==> config.mk <==
export PLATFORM = sky130hd
export DESIGN_NAME = mem_access_ctrl_flat
export DESIGN_NICKNAME = d
export VERILOG_FILES = /design/src/rtl/mem_ctrl_pkg.sv /design/src/rtl/mem_access_ctrl_if.sv /design/src/rtl/mem_wait_cnt.sv /design/src/rtl/mem_access_ctrl.sv /design/src/flat_wrapper.sv
export SDC_FILE = /design/constraint.sdc
export NUM_CORES = 1
export LEC_CHECK = 0
export CAP_MARGIN = 0
export CORE_ASPECT_RATIO = 0.9
export CORE_MARGIN = 1.5
export CORE_UTILIZATION = 50
export DETAILED_ROUTE_END_ITERATION = 16
export GPL_TIMING_DRIVEN = 0
export PLACE_DENSITY = 0.9
export SYNTH_ARGS = -nofsm -noshare
export SYNTH_HDL_FRONTEND = slang
export SYNTH_SLANG_ARGS = --single-unit
==> constraint.sdc <==
create_clock -name clk -period 3.53 [get_ports clk]
set_clock_uncertainty 0.1 [all_clocks]
set_input_delay 0.706 -clock clk [delete_from_list [all_inputs] [get_ports clk]]
set_output_delay 0.706 -clock clk [all_outputs]
set_load 0.01 [all_outputs]
==> src/rtl/mem_ctrl_pkg.sv <==
// Shared types and constants for the mem_access_ctrl SRAM access controller.
// The optional sticky error flag is built only when MEM_ACCESS_CTRL_ERR_EN is defined.
package mem_ctrl_pkg;

    localparam int SRAM_ADDR_W = 18;
    localparam int SRAM_DQ_W   = 16;
    localparam int CNT_W       = 4;

    typedef enum logic [1:0] {
        IDLE = 2'd0,
        LO   = 2'd1,
        HI   = 2'd2,
        DONE = 2'd3
    } state_t;

    // An accepted access is a protocol error if both enables are high or the address is not word aligned.
    function automatic logic access_err(input logic rd, input logic wr, input logic [1:0] lsb);
        return (rd & wr) | (lsb != 2'b00);
    endfunction

endpackage

==> src/rtl/mem_access_ctrl_if.sv <==
// Pipeline-side handshake between the EXE/MEM stage (master) and the SRAM controller (slave).
interface mem_access_ctrl_if;

    logic        MEM_R_EN;
    logic        MEM_W_EN;
    logic [31:0] ALU_result;
    logic [31:0] ST_val;
    logic        freeze;
    logic        ready;
    logic [31:0] mem_rdata;

    modport master (
        output MEM_R_EN, MEM_W_EN, ALU_result, ST_val,
        input  freeze, ready, mem_rdata
    );

    modport slave (
        input  MEM_R_EN, MEM_W_EN, ALU_result, ST_val,
        output freeze, ready, mem_rdata
    );

endinterface

==> src/rtl/mem_wait_cnt.sv <==
// Phase wait counter: clears on phase entry, counts SRAM cycles, flags the final and next-to-final cycle.
module mem_wait_cnt
    import mem_ctrl_pkg::*;
#(
    parameter int WAIT_CYCLES = 2
) (
    input  logic clk,
    input  logic rst,
    input  logic clr,
    input  logic inc,
    output logic tc,
    output logic pre_tc
);

    localparam logic [CNT_W-1:0] TC_VAL  = CNT_W'(WAIT_CYCLES - 1);
    localparam logic [CNT_W-1:0] PRE_VAL = CNT_W'(WAIT_CYCLES - 2);

    logic [CNT_W-1:0] cnt_r;

    // Cycle counter within the current half-word phase.
    always_ff @(posedge clk or negedge rst) begin
        if (!rst) begin
            cnt_r <= {CNT_W{1'b0}};
        end else if (clr) begin
            cnt_r <= {CNT_W{1'b0}};
        end else if (inc) begin
            cnt_r <= cnt_r + {{(CNT_W-1){1'b0}}, 1'b1};
        end else begin
            cnt_r <= cnt_r;
        end
    end

    assign tc     = (cnt_r == TC_VAL);
    assign pre_tc = (cnt_r == PRE_VAL);

endmodule

==> src/rtl/mem_access_ctrl.sv <==
// Splits 32-bit loads/stores into two 16-bit SRAM phases (LO then HI) and freezes the pipeline meanwhile.
// Optional sticky protocol-error flag: define MEM_ACCESS_CTRL_ERR_EN.
module mem_access_ctrl
    import mem_ctrl_pkg::*;
#(
    parameter int WAIT_CYCLES = 2
) (
    input  logic                   clk,
    input  logic                   rst,
    mem_access_ctrl_if.slave       bus,
    output logic [SRAM_ADDR_W-1:0] sram_addr,
    output logic [SRAM_DQ_W-1:0]   sram_wdata,
    output logic                   sram_dq_oe,
    input  logic [SRAM_DQ_W-1:0]   sram_rdata,
    output logic                   sram_we_n,
    output logic                   sram_oe_n,
    output logic                   err
);

    state_t                 state_r;
    logic                   op_rd_r;
    logic [16:0]            base_r;
    logic [SRAM_DQ_W-1:0]   st_hi_r;
    logic [31:0]            rdata_r;
    logic                   ready_r;
    logic                   req_s;
    logic                   phase_s;
    logic                   cnt_clr_s;
    logic                   cnt_inc_s;
    logic                   cnt_tc_s;
    logic                   cnt_pre_tc_s;
    logic                   unused_s;

    assign req_s     = bus.MEM_R_EN | bus.MEM_W_EN;
    assign phase_s   = (state_r == LO) || (state_r == HI);
    assign cnt_clr_s = !phase_s || cnt_tc_s;
    assign cnt_inc_s = phase_s && !cnt_tc_s;
    assign unused_s  = ^{bus.ALU_result[31:19], bus.ALU_result[1:0]};

    mem_wait_cnt #(
        .WAIT_CYCLES (WAIT_CYCLES)
    ) u_wait_cnt (
        .clk    (clk),
        .rst    (rst),
        .clr    (cnt_clr_s),
        .inc    (cnt_inc_s),
        .tc     (cnt_tc_s),
        .pre_tc (cnt_pre_tc_s)
    );

    // Access FSM; SRAM strobes are registered so they are set up on phase entry and stay glitch-free.
    always_ff @(posedge clk or negedge rst) begin
        if (!rst) begin
            state_r    <= IDLE;
            op_rd_r    <= 1'b0;
            base_r     <= 17'd0;
            st_hi_r    <= 16'd0;
            rdata_r    <= 32'd0;
            ready_r    <= 1'b0;
            sram_addr  <= {SRAM_ADDR_W{1'b0}};
            sram_wdata <= {SRAM_DQ_W{1'b0}};
            sram_we_n  <= 1'b1;
            sram_oe_n  <= 1'b1;
            sram_dq_oe <= 1'b0;
        end else begin
            case (state_r)
                IDLE: begin
                    ready_r <= 1'b0;
                    if (req_s) begin
                        // A simultaneous read and write request resolves to the read.
                        state_r    <= LO;
                        op_rd_r    <= bus.MEM_R_EN;
                        base_r     <= bus.ALU_result[18:2];
                        st_hi_r    <= bus.ST_val[31:16];
                        sram_addr  <= {bus.ALU_result[18:2], 1'b0};
                        sram_wdata <= bus.MEM_R_EN ? sram_wdata : bus.ST_val[15:0];
                        sram_oe_n  <= !bus.MEM_R_EN;
                        sram_we_n  <= bus.MEM_R_EN;
                        sram_dq_oe <= !bus.MEM_R_EN;
                    end
                end
                LO: begin
                    if (cnt_tc_s) begin
                        state_r   <= HI;
                        sram_addr <= {base_r, 1'b1};
                        sram_we_n <= op_rd_r;
                        if (op_rd_r) begin
                            rdata_r[15:0] <= sram_rdata;
                        end else begin
                            sram_wdata <= st_hi_r;
                        end
                    end else begin
                        sram_we_n <= op_rd_r | cnt_pre_tc_s;
                    end
                end
                HI: begin
                    if (cnt_tc_s) begin
                        state_r    <= DONE;
                        ready_r    <= 1'b1;
                        sram_we_n  <= 1'b1;
                        sram_oe_n  <= 1'b1;
                        sram_dq_oe <= 1'b0;
                        if (op_rd_r) begin
                            rdata_r[31:16] <= sram_rdata;
                        end
                    end else begin
                        sram_we_n <= op_rd_r | cnt_pre_tc_s;
                    end
                end
                DONE: begin
                    state_r <= IDLE;
                    ready_r <= 1'b0;
                end
                default: begin
                    state_r    <= IDLE;
                    ready_r    <= 1'b0;
                    sram_we_n  <= 1'b1;
                    sram_oe_n  <= 1'b1;
                    sram_dq_oe <= 1'b0;
                end
            endcase
        end
    end

    assign bus.freeze    = ((state_r == IDLE) && req_s) || phase_s;
    assign bus.ready     = ready_r;
    assign bus.mem_rdata = rdata_r;

`ifdef MEM_ACCESS_CTRL_ERR_EN
    logic err_r;

    // Sticky error, set when IDLE accepts a malformed access; only reset clears it.
    always_ff @(posedge clk or negedge rst) begin
        if (!rst) begin
            err_r <= 1'b0;
        end else if ((state_r == IDLE) && req_s &&
                     access_err(bus.MEM_R_EN, bus.MEM_W_EN, bus.ALU_result[1:0])) begin
            err_r <= 1'b1;
        end else begin
            err_r <= err_r;
        end
    end

    assign err = err_r;
`else
    assign err = 1'b0;
`endif

endmodule
==> src/flat_wrapper.sv <==
// flat-port wrapper written by rule: the top's interface ports become plain ports
module mem_access_ctrl_flat import mem_ctrl_pkg::*;
#(
    parameter int WAIT_CYCLES = 2
)
  (clk, rst, sram_addr, sram_wdata, sram_dq_oe, sram_rdata, sram_we_n, sram_oe_n, err, bus_MEM_R_EN, bus_MEM_W_EN, bus_ALU_result, bus_ST_val, bus_freeze, bus_ready, bus_mem_rdata);
  mem_access_ctrl_if bus_i ();
  input  logic clk;
  input  logic rst;
  output logic [SRAM_ADDR_W-1:0] sram_addr;
  output logic [SRAM_DQ_W-1:0] sram_wdata;
  output logic sram_dq_oe;
  input  logic [SRAM_DQ_W-1:0] sram_rdata;
  output logic sram_we_n;
  output logic sram_oe_n;
  output logic err;
  input wire logic [$bits(bus_i.MEM_R_EN)-1:0] bus_MEM_R_EN;
  input wire logic [$bits(bus_i.MEM_W_EN)-1:0] bus_MEM_W_EN;
  input wire logic [$bits(bus_i.ALU_result)-1:0] bus_ALU_result;
  input wire logic [$bits(bus_i.ST_val)-1:0] bus_ST_val;
  output wire logic [$bits(bus_i.freeze)-1:0] bus_freeze;
  output wire logic [$bits(bus_i.ready)-1:0] bus_ready;
  output wire logic [$bits(bus_i.mem_rdata)-1:0] bus_mem_rdata;
  assign bus_i.MEM_R_EN = bus_MEM_R_EN;
  assign bus_i.MEM_W_EN = bus_MEM_W_EN;
  assign bus_i.ALU_result = bus_ALU_result;
  assign bus_i.ST_val = bus_ST_val;
  assign bus_freeze = bus_i.freeze;
  assign bus_ready = bus_i.ready;
  assign bus_mem_rdata = bus_i.mem_rdata;
  mem_access_ctrl #(.WAIT_CYCLES(WAIT_CYCLES)) u_core (.clk(clk), .rst(rst), .bus(bus_i), .sram_addr(sram_addr), .sram_wdata(sram_wdata), .sram_dq_oe(sram_dq_oe), .sram_rdata(sram_rdata), .sram_we_n(sram_we_n), .sram_oe_n(sram_oe_n), .err(err));
endmodule
==> flow_summary.json, run 1 <==
{
  "cts.hold.buffers_added": 0,
  "wirelength_routed_um": 10300,
  "wire_per_inst_um": 16.2,
  "main_combinational_cell_family_by_area_after_synthesis": "multiplexers",
  "worst_hold_slack_ns": 0.200,
  "antenna_cells_inserted": 0,
  "area.growth.synth_to_final_pct": 37.4,
  "cts-root-buf": "clkbuf_8",
  "ant_nets": 0,
  "asyncSetResetFlopFracSynth": 1.00,
  "grt_antenna_before_repair": 0,
  "postCtsSetupBuffers": 0,
  "unrepaired_setup_endpoints_after_global_routing": "no",
  "synthCells": 357,
  "leakage_nw": 2.75,
  "yosys_warnings": 0,
  "reg2regPathDepth": 7,
  "cp-endpoint": "bus_freeze",
  "number_of_enable_flip_flop_cells_after_synthesis": 0,
  "max_clock_freq_mhz": 296,
  "dieArea_mm2": 0.0101,
  "cp.required_ns": 2.72,
  "postSynth.topFlopCell": "dfrtp_1",
  "standard_cell_row_count": 33,
  "synth_xor_area_frac": 0.00369,
  "syn_avg_cell_area_um2": 13.3,
  "numPortBuffers": 139,
  "global_route_wire_length_before_repair_um": 16700,
  "area_used_by_multi_input_combinational_logic_mm2": 0.00184,
  "cts_sinks": 110,
  "routed_via_density": 5.14,
  "min_period_ns": 3.38,
  "worst_setup_hold_path_clk_slew_ns": 0.10,
  "clk_path_buf_depth": 2,
  "ff2ff_setup_slack_ns": 1.05,
  "worst_setup_path_end_kind": "output pin",
  "synth-seq-cells": 110,
  "io_pins": 156,
  "setup-tns-final_ns": 0,
  "timing.hold.worst.class": "input port to asynchronous set/reset pin",
  "synth_adder_area_share": 0.0184,
  "yosys.area.top_type": "dfrtp_1",
  "syn-cell-area_mm2": 0.00475,
  "dieHeight_um": 95.5,
  "synth_simple_gate_area_share": 0.0516,
  "worst_ep_arrival_time_ns": 2.57,
  "placed_cell_area_mm2": 0.00632,
  "ff_to_ff_start": "u_core.state_r[0]",
  "synth.top_cells.by_area": "dfrtp_1 (57%), mux2_2 (16%), mux2i_1 (7.4%)",
  "maximum_number_of_pins_on_one_net_before_global_route_repair": 75,
  "regToRegEndpoint": "u_core.bus.mem_rdata[26]",
  "worst_ir_drop_vdd_uv": 509,
  "die_w_um": 106,
  "yosys.cell_types.count": 37,
  "synth_compound_area_frac": 0.0787,
  "synth.top_cell.area_share": 0.569,
  "via_count_of_the_first_global_routing_pass": 3475,
  "finalWeightedCongestion": 0.810,
  "max_slew_headroom": 0.404,
  "path_max_fanout": 10,
  "groute.usage.overall": 0.213,
  "final-seq-area_mm2": 0.00276,
  "tritoncts": "yes",
  "worst_pin_slew_ns": 0.892,
  "drc_markers": 0,
  "via_count": 3265,
  "crit_type": "input port to output pin",
  "worst_setup_path_startpoint": "bus_MEM_R_EN",
  "finalNetCount": 599,
  "timing_hold_violations_final": 0,
  "setup-violations-final": 0,
  "grt.overflow.total": 0,
  "slew_viol_final": 0,
  "synth_sequential_area_ratio": 0.580,
  "clkLatencyLatePin_ns": 0.35,
  "cts_made_buffers": 9,
  "fraction_of_layout_cells_with_a_size_suffix_above_1": 0.238,
  "post_layout_nonfiller_instances": 635,
  "place.detailed.hpwl_um": 7640,
  "final_design_instance_area_without_fill_mm2": 0.00653,
  "syn-num-nets": 448,
  "power-per-cell-area_mw_per_mm2": 941,
  "place_inst": 619,
  "core_region_area_mm2": 0.00917,
  "design_power_total_mw": 6.14,
  "ctsHtreeMaxLevel": 3,
  "run_status": "finished, final reports clean",
  "nFillCells": 671,
  "max-cap-violations": 0,
  "setup.worst_path.start_class": "input port",
  "detail_route.first_pass.iterations": 4,
  "drt-initial-drc-count": 76,
  "initial_utilization": 0.518,
  "period_utilization": 0.956,
  "yosys-mux-area-fraction": 0.232
}
-- how the worst min path moves through the flow --
stage,startpoint,slack [ns],endpoint
2_1_floorplan,rst,0.31,u_core.base_r[0]
3_3_place_gp,u_core.base_r[11],0.39,u_core.base_r[11]
3_5_place_dp,u_core.sram_addr[0],0.39,u_core.sram_addr[0]
4_1_cts,rst,0.20,u_core.st_hi_r[7]
5_1_grt,rst,0.21,u_core.st_hi_r[2]
6_report,rst,0.20,u_core.st_hi_r[2]
-- final cells by class --
class	instances	area share
buffer	22	0.0213
inverter	7	0.00402
clock inverter	6	0.0102
tap	122	0.0234
sequential	110	0.422
clock buffer	10	0.0211
multi-input combinational	218	0.281
timing repair buffer	140	0.217
-- cells by family after synthesis --
group,count (synthesis)
DFF,110
muxes,102
and+or+nand+nor,56
AOI/OAI and AO/OA,50
buffers and inverters,29
adders and majority gates,7
xor gates and xnor gates,2
other,1
-- per-stage QoR --
step / util / worst slack (ns)
6_report: 0.712 / 0.155
5_1_grt: 0.712 / 0.0339
4_1_cts: 0.712 / 0.135
3_5_place_dp: 0.690 / -0.238
3_3_place_gp: 0.687 / -2.31
2_1_floorplan: - / 1.16
-- cell usage in the layout, fill, tap and decap left out, drive strengths merged, types with 2 or more instances in the layout --
cell / count
a211oi: 2
a21oi: 36
a22o: 4
and2: 2
and3: 3
buf: 16
clkbuf: 18
clkdlybuf4s50: 138
clkinv: 3
dfrtp: 108
dfstp: 2
ha: 7
inv: 9
mux2: 67
mux2i: 35
nand2: 4
nor2: 40
o21ai: 3
xnor2: 2
-- state kept, by name (all words and copies together) (netlist names) --
name and count:
u_core.sram_addr 18, u_core.state_r 2, u_core.sram_we_n 1, u_core.bus.ready 1, u_core.u_wait_cnt.cnt_r 4, u_core.sram_oe_n 1, u_core.sram_wdata 16, u_core.bus.mem_rdata 32
u_core.sram_dq_oe 1, u_core.st_hi_r 16, u_core.op_rd_r 1, u_core.base_r 17
-- layer usage --
metal / part of all wire / up-vias / GRT usage / wire (um)
li1: - / 1538 / - / -
met1: 0.43 / 1616 / 0.265 / 4390
met2: 0.51 / 107 / 0.371 / 5220
met3: 0.063 / 4 / 0.0602 / 649
met4: 0.0046 / 0 / 0.0529 / 47
met5: 0 / - / 0 / 0
-- repair_timing --
action                                  CTS  global route
hold endpoints to repair                  0             0
endpoints found under the setup margin    1             0
resized for setup                         2             0
-- critical path, cell delays in order --
cell	delay [ns]
clkdlybuf4s50_1	0.52
o21ai_2	0.40
clkbuf_2	0.36
nand2b_1	0.09
clkdlybuf4s50_1	0.48
-- Yosys cell counts, types with 2 or more instances --
library cell,count
buf_2,9
and2_1,2
and3_1,2
nor2_1,40
mux2i_1,35
xnor2_1,2
a21oi_1,22
inv_1,7
dfstp_2,2
mux2_2,67
clkbuf_1,7
dfrtp_1,108
nand2_1,4
o21ai_0,2
a22o_1,4
buf_6,4
ha_1,7
a21oi_2,14
-- where the power goes --
part           internal [mW]  leakage (nW)  total (mW)  switching, mW
combinational           1.71          1.35        3.13           1.42
clock                  0.352         0.107       0.763          0.411
sequential              1.90          1.29        2.25          0.348
(Power assumes the default switching activity.)
==> run 2: changes to the inputs <==
--- a/config.mk
+++ b/config.mk
@@ -8,10 +8,11 @@
 export CAP_MARGIN = 0
 export CORE_ASPECT_RATIO = 0.9
 export CORE_MARGIN = 1.5
-export CORE_UTILIZATION = 50
+export CORE_UTILIZATION = 60
 export DETAILED_ROUTE_END_ITERATION = 16
+export DONT_BUFFER_PORTS = 1
 export GPL_TIMING_DRIVEN = 0
-export PLACE_DENSITY = 0.9
+export PLACE_DENSITY = 0.8
 export SYNTH_ARGS = -nofsm -noshare
 export SYNTH_HDL_FRONTEND = slang
 export SYNTH_SLANG_ARGS = --single-unit
==> flow_summary.json, run 2 (synthesis gave the netlist of run 1 again) <==
{
  "area.growth.synth_to_final_pct": 6.92,
  "worst_hold_slack_ns": 0.0644,
  "run_status": "finished, final reports clean",
  "detail_route.first_pass.iterations": 4,
  "path_max_fanout": 10,
  "max_reg_flops": 32,
  "cts_made_buffers": 9,
  "cts_sinks": 110,
  "drt-initial-drc-count": 90,
  "place.detailed.hpwl_um": 6460,
  "cts-root-buf": "clkbuf_8",
  "ctsHtreeMaxLevel": 3,
  "fraction_of_layout_cells_with_a_size_suffix_above_1": 0.318,
  "worst_setup_hold_path_clk_slew_ns": 0.10,
  "max_clock_freq_mhz": 317,
  "groute.usage.overall": 0.222,
  "antenna_cells_inserted": 0,
  "maximum_number_of_pins_on_one_net_before_global_route_repair": 109,
  "worst_ep_arrival_time_ns": 2.35,
  "ff_to_ff_start": "u_core.state_r[0]",
  "timing_hold_violations_final": 0,
  "most-common-layout-cells": "dfrtp_1 (108), mux2_2 (67), nor2_1 (40), mux2i_1 (35), a21oi_1 (22)",
  "tritoncts": "yes",
  "unrepaired_setup_endpoints_after_global_routing": "no",
  "dieHeight_um": 87.4,
  "via_count_of_the_first_global_routing_pass": 2948,
  "setup-violations-final": 0,
  "via_count": 2744,
  "routed_via_density": 5.84,
  "setup-tns-final_ns": 0,
  "grt_antenna_before_repair": 0,
  "timing.hold.worst.class": "input port to asynchronous set/reset pin",
  "worst_ir_drop_vdd_uv": 536,
  "finalNetCount": 460,
  "dieArea_mm2": 0.00846,
  "crit_type": "register to output pin",
  "clkLatencyLatePin_ns": 0.36,
  "die_w_um": 96.8,
  "post_cts_resized": 0,
  "core_region_area_mm2": 0.00762,
  "standard_cell_row_count": 30,
  "worst_pin_slew_ns": 0.943,
  "slew_viol_final": 0,
  "worst_setup_path_end_kind": "output pin",
  "numPortBuffers": 0,
  "clk_path_buf_depth": 2,
  "max-cap-violations": 0,
  "ff2ff_setup_slack_ns": 1.12,
  "layout.cells.most_common": "dfrtp_1",
  "max_slew_headroom": 0.370,
  "wirelength_routed_um": 8920,
  "io_pins": 156,
  "cts.hold.buffers_added": 1,
  "regToRegEndpoint": "u_core.bus.mem_rdata[29]",
  "period_utilization": 0.893,
  "finalWeightedCongestion": 0.796,
  "global_route_wire_length_before_repair_um": 14600,
  "min_period_ns": 3.15,
  "grt.overflow.total": 0,
  "ant_nets": 0,
  "power-per-cell-area_mw_per_mm2": 1020,
  "leakage_nw": 2.19,
  "initial_utilization": 0.624,
  "wire_per_inst_um": 19.0,
  "drc_markers": 0,
  "postCtsSetupBuffers": 0,
  "reg2regPathDepth": 7,
  "cp.required_ns": 2.72,
  "setup.worst_path.start_class": "register"
}
run 2: worst max path at each step:
stage	from	endpoint	slack, ns	cells past startpoint
2_1_floorplan	bus_MEM_R_EN	bus_freeze	1.16	3
3_3_place_gp	bus_MEM_R_EN	bus_freeze	0.73	3
3_5_place_dp	bus_MEM_R_EN	bus_freeze	0.73	3
4_1_cts	u_core.state_r[0]	bus_freeze	0.34	6
5_1_grt	u_core.state_r[0]	bus_freeze	0.14	6
6_report	u_core.state_r[0]	bus_freeze	0.38	6
run 2: area by class of cell:
| cell class | count | area, um2 |
|---|---|---|
| fill | 599 | 2540 |
| sequential | 110 | 2760 |
| buffer | 22 | 138 |
| timing repair buffer | 1 | 27.5 |
| tap | 96 | 120 |
| multi-input combinational | 218 | 1830 |
| clock inverter | 6 | 43.8 |
| clock buffer | 10 | 138 |
| inverter | 7 | 26.3 |
run 2: layer usage:
metal,track usage,part of all wire
met2,0.366,0.48
met5,0,0
met3,0.111,0.10
met4,0.0553,0.012
met1,0.264,0.41
run 2: stage by stage:
step	area [um2]	power [mW]	std cells	utilization	worst slack, ns
after floorplan	4750	4.07	357	-	1.16
after global placement	4870	4.43	453	0.639	0.730
after detailed placement	4870	4.55	453	0.639	0.734
after CTS	5080	5.27	470	0.667	0.341
after global routing	5080	5.58	470	0.667	0.142
final	5080	5.21	470	0.667	0.377
run 2: power by group:
group | switching (mW) | internal (mW)
clock network | 0.420 | 0.280
registers | 0.594 | 1.90
logic | 1.02 | 0.989
total | 2.03 | 3.17
run 2: critical path: stages (launching register included):
cell	delay, ns
dfrtp_1	0.39
inv_1	0.09
ha_1	0.24
clkbuf_8	0.17
o21ai_1	0.34
clkbuf_1	0.55
nand2b_1	0.21
